==> config.mk <==
export PLATFORM = sky130hd
export DESIGN_NAME = bpred_resolve_flat
export DESIGN_NICKNAME = d
export VERILOG_FILES = /design/src/rtl/bpred_resolve_if.sv /design/src/rtl/bpred_resolve.sv /design/src/flat_wrapper.sv
export SDC_FILE = /design/constraint.sdc
export NUM_CORES = 1
export LEC_CHECK = 0
export BUFFER_PORTS_ARGS = -buffer_cell sky130_fd_sc_hd__clkbuf_2
export CAP_MARGIN = 20
export CORE_MARGIN = 4
export CORE_UTILIZATION = 60
export DETAILED_ROUTE_END_ITERATION = 7
export PLACE_DENSITY = 0.84
export SETUP_SLACK_MARGIN = 0.5
export SYNTH_ARGS = -nofsm -noshare
export SYNTH_HDL_FRONTEND = slang
export SYNTH_SLANG_ARGS = --single-unit
==> constraint.sdc <==
create_clock -name clk -period 16.6 [get_ports clk]
set_clock_uncertainty 0.15 [all_clocks]
set_input_delay 2.49 -clock clk [delete_from_list [all_inputs] [get_ports clk]]
set_output_delay 2.49 -clock clk [all_outputs]
set_load 0.02 [all_outputs]
==> src/rtl/bpred_resolve_if.sv <==
// Fetch-push, execute-resolve, predictor-update and redirect signals of the resolve stage.
// Pure wiring bundle: no state, no latency of its own.
// fetch_ready / execute_ready are the only backpressure signals; update and redirect outputs are never stalled.
interface bpred_resolve_if;
  // fetch push side
  logic        fetch_valid;
  logic        fetch_ready;
  logic [31:0] fetch_PC4;
  logic        fetch_p_dir;
  logic [31:0] fetch_p_target;
  logic [11:0] fetch_bimodal;
  logic [8:0]  fetch_carry;
  // execute resolve side
  logic        execute_valid;
  logic        execute_ready;
  logic        execute_is_branch;
  logic        execute_taken;
  logic [31:0] execute_target;
  logic        soin_bpredictor_stall;
  // predictor update port
  logic        execute_bpredictor_update;
  logic [31:0] execute_bpredictor_PC4;
  logic [31:0] execute_bpredictor_target;
  logic        execute_bpredictor_dir;
  logic        execute_bpredictor_miss;
  logic [11:0] execute_bpredictor_bimodal;
  logic [29:0] up_btb_data;
  logic [8:0]  up_carry_data;
  logic [3:0]  byte_en;
  // front-end redirect
  logic        resolve_flush;
  logic [31:0] resolve_redirect_PC;

  // master: the pipeline/environment driving fetch and execute
  modport master (
    output fetch_valid, fetch_PC4, fetch_p_dir, fetch_p_target, fetch_bimodal, fetch_carry,
    output execute_valid, execute_is_branch, execute_taken, execute_target, soin_bpredictor_stall,
    input  fetch_ready, execute_ready,
    input  execute_bpredictor_update, execute_bpredictor_PC4, execute_bpredictor_target,
    input  execute_bpredictor_dir, execute_bpredictor_miss, execute_bpredictor_bimodal,
    input  up_btb_data, up_carry_data, byte_en, resolve_flush, resolve_redirect_PC
  );

  // slave: the resolve stage itself
  modport slave (
    input  fetch_valid, fetch_PC4, fetch_p_dir, fetch_p_target, fetch_bimodal, fetch_carry,
    input  execute_valid, execute_is_branch, execute_taken, execute_target, soin_bpredictor_stall,
    output fetch_ready, execute_ready,
    output execute_bpredictor_update, execute_bpredictor_PC4, execute_bpredictor_target,
    output execute_bpredictor_dir, execute_bpredictor_miss, execute_bpredictor_bimodal,
    output up_btb_data, up_carry_data, byte_en, resolve_flush, resolve_redirect_PC
  );
endinterface

==> src/rtl/bpred_resolve.sv <==
// Holds fetch-time prediction metadata in order, resolves it at execute and drives predictor update/redirect.
// Update and redirect outputs are registered: valid the cycle after the pop edge.
// fetch_ready drops when the queue is full; execute_ready drops when empty or an update is held by predictor stall.
module bpred_resolve #(
  parameter int DEPTH = 4
) (
  input logic            clk,
  input logic            reset,
  bpred_resolve_if.slave bus
);
  localparam int AW = $clog2(DEPTH);

  typedef struct packed {
    logic [31:0] pc4;
    logic        p_dir;
    logic [31:0] p_target;
    logic [11:0] bimodal;
    logic [8:0]  carry;
  } entry_t;

  entry_t      r_mem [DEPTH];
  logic [AW:0] r_rd;
  logic [AW:0] r_wr;

  logic        r_pend;
  logic        r_miss;
  logic        r_dir;
  logic [31:0] r_pc4;
  logic [31:0] r_tgt;
  logic [11:0] r_bim;
  logic [8:0]  r_carry;
  logic [3:0]  r_be;
  logic        r_flush;
  logic [31:0] r_redir;

  logic        w_full;
  logic        w_empty;
  logic        w_push;
  logic        w_pop;
  logic        w_br_pop;
  logic        w_miss;
  logic        w_mispredict;
  logic [AW:0] w_rd_nxt;
  entry_t      w_head;
  entry_t      w_new;

  // Queue status, handshakes and comparison of the head prediction with the resolved outcome
  always_comb begin
    w_full       = (r_rd[AW-1:0] == r_wr[AW-1:0]) && (r_rd[AW] != r_wr[AW]);
    w_empty      = (r_rd == r_wr);
    w_head       = r_mem[r_rd[AW-1:0]];
    w_new        = '{pc4: bus.fetch_PC4, p_dir: bus.fetch_p_dir, p_target: bus.fetch_p_target,
                     bimodal: bus.fetch_bimodal, carry: bus.fetch_carry};
    w_push       = bus.fetch_valid && !w_full;
    // a held update blocks further resolution so it cannot be overwritten before the predictor takes it
    w_pop        = bus.execute_valid && !w_empty && !(r_pend && bus.soin_bpredictor_stall);
    w_br_pop     = w_pop && bus.execute_is_branch;
    w_miss       = (w_head.p_dir != bus.execute_taken) ||
                   (bus.execute_taken && w_head.p_dir && (w_head.p_target != bus.execute_target));
    w_mispredict = w_br_pop && w_miss;
    w_rd_nxt     = w_pop ? r_rd + (AW+1)'(1) : r_rd;
  end

  // Read/write pointers; a mispredict discards everything younger than the resolved entry
  always_ff @(posedge clk) begin
    if (reset) begin
      r_rd <= '0;
      r_wr <= '0;
    end else begin
      r_rd <= w_rd_nxt;
      if (w_mispredict) begin
        r_wr <= w_rd_nxt;
      end else if (w_push) begin
        r_wr <= r_wr + (AW+1)'(1);
      end
    end
  end

  // Entry storage; a push coinciding with a mispredict is wrong-path and is dropped
  always_ff @(posedge clk) begin
    if (!reset && w_push && !w_mispredict) begin
      r_mem[r_wr[AW-1:0]] <= w_new;
    end
  end

  // Predictor update register: loaded by a branch pop, held until the predictor is not stalled
  always_ff @(posedge clk) begin
    if (reset) begin
      r_pend  <= 1'b0;
      r_miss  <= 1'b0;
      r_dir   <= 1'b0;
      r_pc4   <= '0;
      r_tgt   <= '0;
      r_bim   <= '0;
      r_carry <= '0;
      r_be    <= 4'b0000;
    end else if (w_br_pop) begin
      r_pend  <= 1'b1;
      r_miss  <= w_miss;
      r_dir   <= bus.execute_taken;
      r_pc4   <= w_head.pc4;
      r_tgt   <= bus.execute_target;
      r_bim   <= w_head.bimodal;
      r_carry <= w_head.carry;
      // taken branches also refresh the BTB entry
      r_be    <= bus.execute_taken ? 4'b1111 : 4'b0001;
    end else if (!bus.soin_bpredictor_stall) begin
      r_pend  <= 1'b0;
    end
  end

  // One-cycle flush pulse and the corrected fetch PC on a mispredict
  always_ff @(posedge clk) begin
    if (reset) begin
      r_flush <= 1'b0;
      r_redir <= '0;
    end else begin
      r_flush <= w_mispredict;
      if (w_mispredict) begin
        r_redir <= bus.execute_taken ? bus.execute_target : w_head.pc4;
      end
    end
  end

  assign bus.fetch_ready                = !w_full;
  assign bus.execute_ready              = !w_empty && !(r_pend && bus.soin_bpredictor_stall);
  assign bus.execute_bpredictor_update  = r_pend;
  assign bus.execute_bpredictor_PC4     = r_pc4;
  assign bus.execute_bpredictor_target  = r_tgt;
  assign bus.execute_bpredictor_dir     = r_dir;
  assign bus.execute_bpredictor_miss    = r_miss;
  assign bus.execute_bpredictor_bimodal = r_bim;
  assign bus.up_btb_data                = r_tgt[31:2];
  assign bus.up_carry_data              = r_carry;
  assign bus.byte_en                    = r_be;
  assign bus.resolve_flush              = r_flush;
  assign bus.resolve_redirect_PC        = r_redir;
endmodule

==> src/flat_wrapper.sv <==
// flat-port wrapper written by rule: the top's interface ports become plain ports
module bpred_resolve_flat 
#(
  parameter int DEPTH = 4
)
  (clk, reset, bus_fetch_valid, bus_fetch_PC4, bus_fetch_p_dir, bus_fetch_p_target, bus_fetch_bimodal, bus_fetch_carry, bus_execute_valid, bus_execute_is_branch, bus_execute_taken, bus_execute_target, bus_soin_bpredictor_stall, bus_fetch_ready, bus_execute_ready, bus_execute_bpredictor_update, bus_execute_bpredictor_PC4, bus_execute_bpredictor_target, bus_execute_bpredictor_dir, bus_execute_bpredictor_miss, bus_execute_bpredictor_bimodal, bus_up_btb_data, bus_up_carry_data, bus_byte_en, bus_resolve_flush, bus_resolve_redirect_PC);
  bpred_resolve_if bus_i ();
  input logic clk;
  input logic reset;
  input wire logic [$bits(bus_i.fetch_valid)-1:0] bus_fetch_valid;
  input wire logic [$bits(bus_i.fetch_PC4)-1:0] bus_fetch_PC4;
  input wire logic [$bits(bus_i.fetch_p_dir)-1:0] bus_fetch_p_dir;
  input wire logic [$bits(bus_i.fetch_p_target)-1:0] bus_fetch_p_target;
  input wire logic [$bits(bus_i.fetch_bimodal)-1:0] bus_fetch_bimodal;
  input wire logic [$bits(bus_i.fetch_carry)-1:0] bus_fetch_carry;
  input wire logic [$bits(bus_i.execute_valid)-1:0] bus_execute_valid;
  input wire logic [$bits(bus_i.execute_is_branch)-1:0] bus_execute_is_branch;
  input wire logic [$bits(bus_i.execute_taken)-1:0] bus_execute_taken;
  input wire logic [$bits(bus_i.execute_target)-1:0] bus_execute_target;
  input wire logic [$bits(bus_i.soin_bpredictor_stall)-1:0] bus_soin_bpredictor_stall;
  output wire logic [$bits(bus_i.fetch_ready)-1:0] bus_fetch_ready;
  output wire logic [$bits(bus_i.execute_ready)-1:0] bus_execute_ready;
  output wire logic [$bits(bus_i.execute_bpredictor_update)-1:0] bus_execute_bpredictor_update;
  output wire logic [$bits(bus_i.execute_bpredictor_PC4)-1:0] bus_execute_bpredictor_PC4;
  output wire logic [$bits(bus_i.execute_bpredictor_target)-1:0] bus_execute_bpredictor_target;
  output wire logic [$bits(bus_i.execute_bpredictor_dir)-1:0] bus_execute_bpredictor_dir;
  output wire logic [$bits(bus_i.execute_bpredictor_miss)-1:0] bus_execute_bpredictor_miss;
  output wire logic [$bits(bus_i.execute_bpredictor_bimodal)-1:0] bus_execute_bpredictor_bimodal;
  output wire logic [$bits(bus_i.up_btb_data)-1:0] bus_up_btb_data;
  output wire logic [$bits(bus_i.up_carry_data)-1:0] bus_up_carry_data;
  output wire logic [$bits(bus_i.byte_en)-1:0] bus_byte_en;
  output wire logic [$bits(bus_i.resolve_flush)-1:0] bus_resolve_flush;
  output wire logic [$bits(bus_i.resolve_redirect_PC)-1:0] bus_resolve_redirect_PC;
  assign bus_i.fetch_valid = bus_fetch_valid;
  assign bus_i.fetch_PC4 = bus_fetch_PC4;
  assign bus_i.fetch_p_dir = bus_fetch_p_dir;
  assign bus_i.fetch_p_target = bus_fetch_p_target;
  assign bus_i.fetch_bimodal = bus_fetch_bimodal;
  assign bus_i.fetch_carry = bus_fetch_carry;
  assign bus_i.execute_valid = bus_execute_valid;
  assign bus_i.execute_is_branch = bus_execute_is_branch;
  assign bus_i.execute_taken = bus_execute_taken;
  assign bus_i.execute_target = bus_execute_target;
  assign bus_i.soin_bpredictor_stall = bus_soin_bpredictor_stall;
  assign bus_fetch_ready = bus_i.fetch_ready;
  assign bus_execute_ready = bus_i.execute_ready;
  assign bus_execute_bpredictor_update = bus_i.execute_bpredictor_update;
  assign bus_execute_bpredictor_PC4 = bus_i.execute_bpredictor_PC4;
  assign bus_execute_bpredictor_target = bus_i.execute_bpredictor_target;
  assign bus_execute_bpredictor_dir = bus_i.execute_bpredictor_dir;
  assign bus_execute_bpredictor_miss = bus_i.execute_bpredictor_miss;
  assign bus_execute_bpredictor_bimodal = bus_i.execute_bpredictor_bimodal;
  assign bus_up_btb_data = bus_i.up_btb_data;
  assign bus_up_carry_data = bus_i.up_carry_data;
  assign bus_byte_en = bus_i.byte_en;
  assign bus_resolve_flush = bus_i.resolve_flush;
  assign bus_resolve_redirect_PC = bus_i.resolve_redirect_PC;
  bpred_resolve #(.DEPTH(DEPTH)) u_core (.clk(clk), .reset(reset), .bus(bus_i));
endmodule
==> results_dict.tcl <==
set metrics [dict create \
    grt_setup_unrepaired "false" \
    num_rows 63 \
    p_per_area_mw_per_mm2 147 \
    wl_per_cell_um 24.9 \
    hold-path-cell-count 2 \
    min_period_ps 5940 \
    die_h_um 182 \
    cts_resized 0 \
    synth_cell_types 32 \
    max-vdd-ir-drop_mv 0.108 \
    cts_inserted_buffers 46 \
    grt_use_total 0.269 \
    path_class "in2reg" \
    leakage_nw 7.39 \
    postCtsSetupBuffers 0 \
    route.detailed.drc 0 \
    finalHoldViolCount 0 \
    yosysTopAreaCell "edfxtp_1" \
    grt_max_degree 88 \
    finalCritPeriodShare 0.358 \
    hold_start "u_core.bus.execute_bpredictor_PC4[20]" \
    synthCells 1147 \
    num_vias 11046 \
    start_kind "primary input" \
    hold_class "reg2reg" \
    fill_cells 1851 \
    cts.sinks 472 \
    worst_pin_slew_ps 1090 \
    cp_max_fo 66 \
    r2r_start "u_core.r_rd[0]" \
    via_per_inst 6.08 \
    finalPower_mw 3.13 \
    routed_wl_mm 45.2 \
    reg2reg_slack_ps 11000 \
    syn_nets 1278 \
    htree_levels 2 \
    cts_tree "built" \
    dr.pass1.iters 5 \
    timing.setup.tns_ps 0 \
    final-max-slew-violation-count 0 \
    fmax_ghz 0.168 \
    syn2layout_area_growth_pct 16.6 \
    clockBufferDepth 3 \
    final_layout_size_suffix_gt1_frac 0.346 \
    nNetsFinal 1516 \
    ys_warn_count 0 \
    final_common_cell "edfxtp_1" \
    path_clk_slew_ps 60 \
    crit_required_ps 16620 \
    antenna_found_initial 8 \
    gp_congestion 0.800 \
    ant_nets 0 \
    die-area_mm2 0.0333 \
    synth-seq-area-share 0.706 \
    crit_arrival_ps 5950 \
    grt_first_pass_wirelength_mm 67.4 \
    die_w_um 182 \
    ys_seq_elements 472 \
    worstSetupEndpointType "register" \
    syn_avg_cell_area_um2 15.9 \
    core_mm2 0.0298 \
    reg2reg_to "u_core.r_mem[2][64]" \
    dp_hpwl_mm 28.4 \
    r2r_cells 8 \
    synth.top_cell.area_share 0.566 \
    ios 282 \
    hold-path-endpoint "u_core.bus.execute_bpredictor_PC4[20]" \
    cts-root-buf "clkbuf_16" \
    setup_viol 0 \
    io_buffers 281 \
    synth_area_mm2 0.0183 \
    maxCapViolations 0 \
    first_iter_violations 1250 \
    layout.cells.most_common_list "edfxtp_1 (344), clkbuf_2 (280), nand2_1 (176)" \
    relSlewSlack 0.276 \
    hold_slack_ps 305 \
    status "finished clean" \
    synthTopCellsByArea "edfxtp_1 (57%), dfxtp_1 (14%), mux4_2 (11%)" \
    ctsHoldBuffers 0 \
    worstSkewPairLatency_ps 550 \
    grt_pass1_vias 11004 \
    start_util 0.613 \
    gr-total-overflow 0 \
]
-- layer usage --
layer	vias up	part of all wire	GRT usage
met5	-	0.00091	0
met4	6	0.038	0.0997
met3	112	0.091	0.0532
met2	632	0.51	0.452
met1	5504	0.36	0.352
li1	4792	-	-
-- how the worst max path moves through the flow --
stage / from / endpoint
6_report: bus_execute_taken / u_core.r_mem[2][64]
5_1_grt: bus_execute_taken / u_core.r_mem[2][55]
4_1_cts: bus_execute_taken / u_core.r_mem[2][63]
3_5_place_dp: bus_execute_taken / u_core.r_mem[2][62]
3_3_place_gp: bus_execute_taken / u_core.r_mem[1][18]
2_1_floorplan: bus_execute_target[7] / u_core.r_mem[0][0]
-- report_power, final --
part	internal (mW)	total, mW	switching [mW]
Combinational	0.281	0.692	0.411
Sequential	1.36	1.43	0.0679
Clock	0.589	1.01	0.419
-- synth_stat cells --
library cell,count
mux2i_1,1
nor3b_1,1
and3_1,5
clkbuf_1,47
nand4_1,2
buf_4,35
buf_2,13
mux4_2,86
buf_1,7
a211oi_1,1
ha_1,6
buf_6,5
o31a_1,1
edfxtp_1,344
xnor2_1,2
o21ai_0,1
o31ai_1,1
a2111oi_0,32
mux2_2,2
nand2_1,176
a221oi_2,30
or3_1,1
inv_1,35
nor4_1,8
xor2_1,37
dfxtp_1,128
nor2b_1,32
a221oi_1,3
or3b_2,1
nor2_1,13
a21oi_1,88
nand3_1,3
-- area by class of cell --
| cell class | instances | area [µm²] | share of cell area |
|---|---|---|---|
| tap | 390 | 488 | 0.0229 |
| clock buffer | 71 | 1340 | 0.0630 |
| multi-input combinational | 533 | 4720 | 0.221 |
| antenna | 5 | 12.5 | 0.000587 |
| timing repair buffer | 297 | 1570 | 0.0736 |
| inverter | 35 | 131 | 0.00617 |
| clock inverter | 15 | 143 | 0.00670 |
| sequential | 472 | 12900 | 0.606 |
-- kinds of logic after synthesis --
logic type | synth area share
flops | 0.706
compound gates | 0.0671
fa+ha+maj | 0.00411
buf+inv | 0.0393
mux | 0.108
simple gates | 0.0570
xor+xnor | 0.0187
-- per-stage QoR --
stage	instance area (µm²)	setup WS (ps)	cells	utilization
after global routing	21300	10470	1817	0.715
final	21300	10660	1818	0.715
after floorplan	18300	10250	1147	-
after detailed placement	19800	10210	1725	0.663
after CTS	21200	10740	1811	0.713
after global placement	19700	10250	1723	0.662
-- sequential cells by signal, indices dropped and copies added, names as in the netlist --
name	cells
u_core.bus.byte_en	2
u_core.bus.resolve_flush	1
u_core.bus.execute_bpredictor_bimodal	12
u_core.bus.resolve_redirect_PC	32
u_core.bus.execute_bpredictor_miss	1
u_core.bus.execute_bpredictor_update	1
u_core.r_wr	3
u_core.r_mem	344
u_core.bus.execute_bpredictor_PC4	32
u_core.bus.up_carry_data	9
u_core.bus.execute_bpredictor_target	32
u_core.r_rd	3
-- critical path: stages --
cell and delay (ps):
clkbuf_2 80, buf_4 520, ha_1 430, nor2_4 670, nor2_1 170, o31ai_4 140, and3_4 720, buf_4 670
Note: power is estimated with default switching activity, not from simulation.
